`src/rtl/vn_update_serial.sv`:
```
// Purpose : serial variable-node update of the min-sum decoder; sums channel LLR + DEGREE check messages, emits DEGREE saturated extrinsics.
// Latency : first extrinsic is valid 1 cycle after the last input beat is accepted; one output beat per cycle thereafter.
// Backpr. : in_ready low for the whole EMIT phase (no frame overlap); outputs are held while out_ready is low.
//
// Ports   : clk/rst (sync, active-high); in_valid/in_ready/in_data (beat 0 = LLR, 1..DEGREE = check msgs);
//           out_valid/out_ready/out_data/out_idx/out_last (extrinsic for edge out_idx, last on idx DEGREE-1).
// Option  : define VN_DECISION_EN to add dec_valid/dec_bit/posterior (hard decision + saturated posterior).
module vn_update_serial #(
    parameter int WIDTH         = 8,
    parameter int EXTENDED_BITS = 4,
    parameter int DEGREE        = 3,
    localparam int IDX_W        = (DEGREE > 1) ? $clog2(DEGREE) : 1
) (
    input  logic             clk,
    input  logic             rst,
    input  logic             in_valid,
    output logic             in_ready,
    input  logic [WIDTH-1:0] in_data,
    output logic             out_valid,
    input  logic             out_ready,
    output logic [WIDTH-1:0] out_data,
    output logic [IDX_W-1:0] out_idx,
`ifdef VN_DECISION_EN
    output logic             dec_valid,
    output logic             dec_bit,
    output logic [WIDTH-1:0] posterior,
`endif
    output logic             out_last
);

    localparam int XW    = WIDTH + EXTENDED_BITS;
    localparam int CNT_W = $clog2(DEGREE + 1);

    typedef enum logic {LOAD, EMIT} state_t;

    state_t                  state_q, state_d;
    logic [CNT_W-1:0]        cnt_q, cnt_d;
    logic [IDX_W-1:0]        idx_q, idx_d;
    logic [XW-1:0]           total_q, total_d;
    logic [WIDTH-1:0]        msg_q [DEGREE];
    logic [WIDTH-1:0]        msg_d [DEGREE];
    logic [WIDTH-1:0]        out_data_q, out_data_d;
    logic                    out_last_q, out_last_d;
    logic [WIDTH-1:0]        msg_sel;
    logic                    in_fire;

    function automatic logic [XW-1:0] sext(input logic [WIDTH-1:0] v);
        return {{EXTENDED_BITS{v[WIDTH-1]}}, v};
    endfunction

    // Clamp to WIDTH when the bits above the target sign bit are not a pure sign extension.
    function automatic logic [WIDTH-1:0] sat(input logic [XW-1:0] x);
        logic [XW-WIDTH:0] top;
        top = x[XW-1:WIDTH-1];
        if ((&top) || !(|top))
            return x[WIDTH-1:0];
        else if (!x[XW-1])
            return {1'b0, {(WIDTH-1){1'b1}}};
        else
            return {1'b1, {(WIDTH-1){1'b0}}};
    endfunction

    assign in_ready  = (state_q == LOAD) && !rst;
    assign in_fire   = in_valid && in_ready;
    assign out_valid = (state_q == EMIT);
    assign out_data  = out_data_q;
    assign out_idx   = idx_q;
    assign out_last  = out_last_q;

    always_comb begin
        state_d = state_q;
        cnt_d   = cnt_q;
        idx_d   = idx_q;
        total_d = total_q;
        msg_d   = msg_q;
        case (state_q)
            LOAD: begin
                if (in_fire) begin
                    if (cnt_q == '0) begin
                        total_d = sext(in_data);
                    end else begin
                        total_d = total_q + sext(in_data);
                        for (int k = 0; k < DEGREE; k++) begin
                            if (cnt_q == CNT_W'(k + 1)) msg_d[k] = in_data;
                        end
                    end
                    if (cnt_q == CNT_W'(DEGREE)) begin
                        state_d = EMIT;
                        cnt_d   = '0;
                        idx_d   = '0;
                    end else begin
                        cnt_d = cnt_q + CNT_W'(1);
                    end
                end
            end
            EMIT: begin
                if (out_ready) begin
                    if (idx_q == IDX_W'(DEGREE - 1)) begin
                        state_d = LOAD;
                        idx_d   = '0;
                    end else begin
                        idx_d = idx_q + IDX_W'(1);
                    end
                end
            end
            default: state_d = LOAD;
        endcase
    end

    // Outputs are precomputed from next-state values so out_data/out_last come straight from flops.
    always_comb begin
        msg_sel = '0;
        for (int k = 0; k < DEGREE; k++) begin
            if (idx_d == IDX_W'(k)) msg_sel = msg_d[k];
        end
        out_data_d = out_data_q;
        out_last_d = 1'b0;
        if (state_d == EMIT) begin
            out_data_d = sat(total_d - sext(msg_sel));
            out_last_d = (idx_d == IDX_W'(DEGREE - 1));
        end
    end

    always_ff @(posedge clk) begin
        if (rst) begin
            state_q    <= LOAD;
            cnt_q      <= '0;
            idx_q      <= '0;
            total_q    <= '0;
            out_data_q <= '0;
            out_last_q <= 1'b0;
            for (int k = 0; k < DEGREE; k++) msg_q[k] <= '0;
        end else begin
            state_q    <= state_d;
            cnt_q      <= cnt_d;
            idx_q      <= idx_d;
            total_q    <= total_d;
            out_data_q <= out_data_d;
            out_last_q <= out_last_d;
            msg_q      <= msg_d;
        end
    end

`ifdef VN_DECISION_EN
    logic             dec_valid_q, dec_valid_d;
    logic             dec_bit_q, dec_bit_d;
    logic [WIDTH-1:0] posterior_q, posterior_d;
    logic             frame_done;

    // The decision is captured on the LOAD->EMIT step and held until the next frame completes.
    assign frame_done = (state_q == LOAD) && (state_d == EMIT);

    always_comb begin
        dec_valid_d = frame_done;
        dec_bit_d   = dec_bit_q;
        posterior_d = posterior_q;
        if (frame_done) begin
            dec_bit_d   = total_d[XW-1];
            posterior_d = sat(total_d);
        end
    end

    always_ff @(posedge clk) begin
        if (rst) begin
            dec_valid_q <= 1'b0;
            dec_bit_q   <= 1'b0;
            posterior_q <= '0;
        end else begin
            dec_valid_q <= dec_valid_d;
            dec_bit_q   <= dec_bit_d;
            posterior_q <= posterior_d;
        end
    end

    assign dec_valid = dec_valid_q;
    assign dec_bit   = dec_bit_q;
    assign posterior = posterior_q;
`endif

endmodule
```
`config.mk`:
```
export PLATFORM = sky130hd
export DESIGN_NAME = vn_update_serial
export DESIGN_NICKNAME = d
export VERILOG_FILES = /design/src/rtl/vn_update_serial.sv
export SDC_FILE = /design/constraint.sdc
export NUM_CORES = 1
export LEC_CHECK = 0
export CAP_MARGIN = 5
export CORE_MARGIN = 2
export CORE_UTILIZATION = 53
export DETAILED_ROUTE_END_ITERATION = 10
export GPL_TIMING_DRIVEN = 0
export PLACE_DENSITY = 0.76
export SETUP_SLACK_MARGIN = 0.02
export SLEW_MARGIN = 20
export SYNTH_ARGS = -nofsm -noshare
export SYNTH_HDL_FRONTEND = slang
export SYNTH_SLANG_ARGS = --single-unit
```
`constraint.sdc`:
```
create_clock -name clk -period 4.7 [get_ports clk]
set_input_delay 0.705 -clock clk [delete_from_list [all_inputs] [get_ports clk]]
set_output_delay 0.705 -clock clk [all_outputs]
set_load 0.02 [all_outputs]
```
# Word-level counts from Yosys, hierarchy flattened
# Index checks and enable logic that the tools add are counted.
# totals
register_bits	50
elab_cells	57
# classes
n_addsub	4
eq_ne	6
mux	25
bitwise_logic	2
n_reduce_logical	11
# ops
op	count
2-to-1 mux 24 bit	3
2-to-1 mux 8 bit	8
2-to-1 mux 12 bit	3
adder 12 bit	1
subtractor 12 bit	1
2-to-1 mux 2 bit	5
== test 2 bit, second input constant	4
AND reduction 5 bit	1
OR reduction 5 bit	1
adder 2 x 1 -> 2 bit, second input constant	2
== test 2 x 1 -> 1 bit, second input constant	2
zero test 2 bit	2
2-to-1 mux 1 bit	4
case mux 2 bit (2 select lines)	1
logical AND 1 bit	2
zero test 1 bit	2
inverter 1 bit	2
case mux 1 bit (2 select lines)	1
AND reduction 2 bit	1
OR reduction 2 bit	1
logical OR 1 bit	1

# Logic depth before layout (Yosys ltp)
# Gate-level depths: netlist of run 1.
# depth
depth_word	14
depth_mapped	20
depth_no_buf	20

# Least setup slack after synthesis of run 1
# OpenSTA, ideal clock, no wires.
# synth_timing
kind	in2reg
startpoint	input port rst
endpoint	register out_data_q[2], in the netlist out_data[2]
setup_ns	0.080
arrival_ns	4.348
required_ns	4.620
path_slack_ns	0.271
cell_stages	17
n_path_buf	2
cell_sequence	buf_4 > and4bb_1 > o311a_1 > buf_2 > nor2_1 > a31oi_1 > nor2_1 > o32a_1 > ha_1 > nor2b_1 > o2111ai_1 > nand3_1 > a41oi_1 > xor2_1 > o41ai_2 > nand2_1 > a211oi_2
# synth_via
elab_chain_cells	14
# synth_lines
element	line	rtl
start: declaration	15	input logic rst,
zero test 1 bit	63	assign in_ready = (state_q == LOAD) && !rst;
logical AND 1 bit	63	
logical AND 1 bit	64	assign in_fire = in_valid && in_ready;
2-to-1 mux 2 bit	78	if (in_fire) begin
case mux 2 bit (2 select lines)	76	case (state_q)
zero test 2 bit	114	if (idx_d == IDX_W'(k)) msg_sel = msg_d[k];
2-to-1 mux 8 bit (3 in series)	114	
subtractor 12 bit	119	out_data_d = sat(total_d - sext(msg_sel));
OR reduction 5 bit	55	if ((&top) || !(|top))
zero test 1 bit	55	
logical OR 1 bit	55	
2-to-1 mux 8 bit	55	
end signal: assignment	138	out_data_q <= out_data_d;
end: declaration	42	logic [WIDTH-1:0] out_data_q, out_data_d;
# Parallel ways exist; a longest one is shown, timed or not.
# A chain may end at the register's enable or synchronous reset.

# Final worst setup path of run 1
# layout_timing
startpoint	input port in_data[3]
endpoint	register out_data_q[0], in the netlist out_data[0]
# layout_rtl
element	line	rtl
start: declaration	18	input logic [WIDTH-1:0] in_data,
adder 12 bit (*)	82	total_d = total_q + sext(in_data);
2-to-1 mux 12 bit (*)	79	if (cnt_q == '0) begin
2-to-1 mux 12 bit (*)	78	
2-to-1 mux 12 bit (*)	76	
via total_d[10]	39	logic [XW-1:0] total_q, total_d;
subtractor 12 bit (*)	119	
OR reduction 5 bit	55	
zero test 1 bit	55	
logical OR 1 bit	55	
2-to-1 mux 8 bit (*)	55	
# The timed path passes the listed nets; every way through them passes the cells marked *.

==> results.cfg, run 1 <==
[die]
io_pins = 25
die_area_um2 = 7130
start_util = 0.543
die_h_um = 84.4
fp-row-count = 29
core_um2 = 6310
die_x_um = 84.4

[cts]
numCtsBuffers = 5
worstSkewPairLatency_ns = 0.31
cts_tree = yes
clockBufferDepth = 2
cts_root_buf = clkbuf_8
htree_levels = 2
cts_sinks = 50
clk_pin_slew_ns = 0.10
cts_hold_buffers = 0

[timing]
worstMarginPinSlew_ns = 0.751
finalMaxSlewViolations = 0
final-setup-viol-count = 0
slew_headroom = 0.494
layout_min_cycle_time_ns = 4.50
clock_skew_ns = 0.00843
hold_viol_final = 0
max_freq_mhz = 222
fin_crit_sh = 0.958

[logic_synthesis]
syn_area_per_cell_um2 = 8.34
synth_edf_count = 0
synth_nets = 451
synth_ff_type = dfxtp_1
syn_area_um2 = 3430
ys_warn_count = 0
syn-instance-count = 411
ys_types = 62
async_reset_ff_frac = 0
ys_seq_area_frac = 0.292
synth_seq_cells = 50

[worst_hold_path]
min_path_cells = 2
whs_endpoint = msg_q[21]$_SDFF_PP0_
min_path_type = flop to flop
hold_path_startpoint = msg_q[21]$_SDFF_PP0_

[run]
drv_cap = 0

[detailed_routing]
drcViolationCount = 0
drt_iter0_markers = 207
ant_nets = 0
avgViaCountPerCell = 6.00
firstDrtPassIters = 4
avgRoutedWirePerCell_um = 16.0
wirelength_mm = 8.43
num_vias = 3166

[layout]
syn_to_final_growth_pct = 20.0
layout_commonest_cell = dfxtp_1
fin_nets = 490
fin_util = 0.652
finish.instance_area_um2 = 4120
layout-drive-gt1-share = 0.151
layout_common_cells = dfxtp_1 (50), nand2_1 (49), nor2_1 (48), a21oi_1 (25), ha_1 (22)
insertedDiodeCount = 0

[worst_setup_path]
crit_top_cell = buf_4
critPathArrivalTime_ns = 4.74
crit_required_ns = 4.94
critPathSlowestCell = clkdlybuf4s50_1
endpoint_kind = flop
r2r-end = out_data[0]$_SDFFE_PP0N_
path_max_fanout = 7
cp_slowest_stage_delay_ns = 0.53
crit_type = input port to flop
r2r_start = cnt_q[0]$_SDFFE_PP0P_
reg2reg_depth = 20
cp_cell_sequence = clkdlybuf4s50_1 > ha_1 > o21ai_0 > a21boi_1 > o21ai_2 > a21oi_2 > buf_4 > a31oi_1 > mux2i_1 > nand3_1 > ha_1 > o2111a_1 > a311oi_2 > xnor3_2 > buf_4 > o41ai_4 > buf_4 > nand2b_1 > a211oi_2
ff2ff_setup_slack_ns = 0.32
cp-start-kind = input port

[pwr]
p_int_uw = 822
power.switching_uw = 442
power_frac_seq = 0.356
clockPowerShare = 0.264
comb_power_share = 0.380
p_total_mw = 1.26
p_leak_nw = 1.63
p_sw_frac = 0.349
power.density_nw_per_um2 = 307
ir_drop_mv = 0.159

[place]
dp_hpwl_mm = 6.07
placed_area_um2 = 3760
portBuffers = 23
gp_congestion = 0.878

[grt]
antenna_found_initial = 0
grt-ovfl-total = 0
grt_max_degree = 17
grt_usage = 0.234
grt_pass1_vias = 2953
grt_pass1_wl_mm = 13.9

[run_status]
status = finished clean
[critical path, delay by kind of cell]
family / cells / cell delay [ns]
compound gates: 9 / 1.43
xor+xnor: 1 / 0.30
fa+ha+maj: 2 / 0.75
buf+inv: 4 / 1.02
mux: 1 / 0.28
simple gates: 2 / 0.22
[state kept, by name, indices dropped and copies added, names as in the netlist, named ones only]
| register | cells |
|---|---|
| cnt_q | 2 |
| out_valid | 1 |
| out_last | 1 |
| total_q | 11 |
| msg_q | 24 |
| out_idx | 2 |
| out_data | 8 |
[cells by family (layout without fill, tap and decap cells)]
| family | count (synthesis) | in the layout | synth area share |
|---|---|---|---|
| and+or+nand+nor | 162 | 162 | 0.233 |
| muxes | 16 | 16 | 0.0474 |
| buffers and inverters | 31 | 71 | 0.0361 |
| adders and majority gates | 28 | 28 | 0.107 |
| xor gates and xnor gates | 17 | 17 | 0.0474 |
| AOI/OAI and AO/OA | 107 | 107 | 0.238 |
| DFF | 50 | 50 | 0.292 |
[synthesized netlist by cell type, types with 8 or more instances]
library cell	n	area share
a21oi_1	27	0.039
clkbuf_1	14	0.015
dfxtp_1	50	0.29
ha_1	26	0.095
inv_1	12	0.013
mux2i_1	14	0.041
nand2_1	52	0.057
nand3_1	12	0.018
nor2_1	49	0.054
nor2b_1	14	0.026
nor3_1	9	0.013
o21ai_0	14	0.020
xnor2_1	8	0.020
xor2_1	8	0.020
[layout make-up]
cell class              count  area, µm²
flip-flops and latches     50       1000
fillers                   537       2200
well taps                  77       96.3
clock buffers               6       82.6
inverters                  12       45.0
repair buffers             33        315
plain buffers              18       81.3
clock inverters             2       38.8
multi-input cells         330       2460
[routing by layer]
metal	share of wire	vias up	global-route usage
li1	-	1564	-
met1	0.45	1509	0.312
met2	0.48	73	0.400
met3	0.040	20	0.0256
met4	0.021	0	0.0736
met5	0	-	0
[metrics by stage]
step	hold WS, ns	worst slack (ns)	setup TNS, ns	cells
finish	0.462	0.199	0	528
global route	0.478	-0.0248	-0.0953	528
CTS	0.461	0.0197	0	523
detailed placement	0.447	-0.935	-6.94	511
global placement	0.442	-0.848	-6.32	511
floorplan	0.436	0.271	0	411
[timing repair]
item | 4_1_cts | 5_1_grt
resized for setup | 18 | 29
setup endpoints to repair | 8 | 8
setup buffers | 5 | 5
pin swaps | 6 | 11
[power by group through the flow]
| stage | registers [mW] | logic (mW) | clock network, mW |
|---|---|---|---|
| 2_1_floorplan | 0.459 | 0.321 | 0 |
| 3_3_place_gp | 0.457 | 0.401 | 0 |
| 3_5_place_dp | 0.458 | 0.412 | 0 |
| 4_1_cts | 0.449 | 0.448 | 0.333 |
| 5_1_grt | 0.452 | 0.529 | 0.351 |
| 6_report | 0.450 | 0.481 | 0.333 |
[how the worst max path moves through the flow]
| stage | slack [ns] | startpoint | cells after the start | endpoint |
|---|---|---|---|---|
| final | 0.20 | in_data[3] | 19 | out_data[0]$_SDFFE_PP0N_ |
| after global routing | -0.02 | in_data[0] | 23 | out_data[0]$_SDFFE_PP0N_ |
| after CTS | 0.02 | in_valid | 19 | out_data[2]$_SDFFE_PP0N_ |
| after detailed placement | -0.94 | in_valid | 17 | out_data[0]$_SDFFE_PP0N_ |
| after global placement | -0.85 | in_valid | 17 | out_data[3]$_SDFFE_PP0N_ |
| after floorplan | 0.27 | rst | 17 | out_data[2]$_SDFFE_PP0N_ |
Power figures use the tool's default switching activity.
==> run 2: changes to the inputs <==
CAP_MARGIN = default   (was 5)
==> results of run 2 <==
The final DEF is identical to that of run 1; final timing and power are the same.
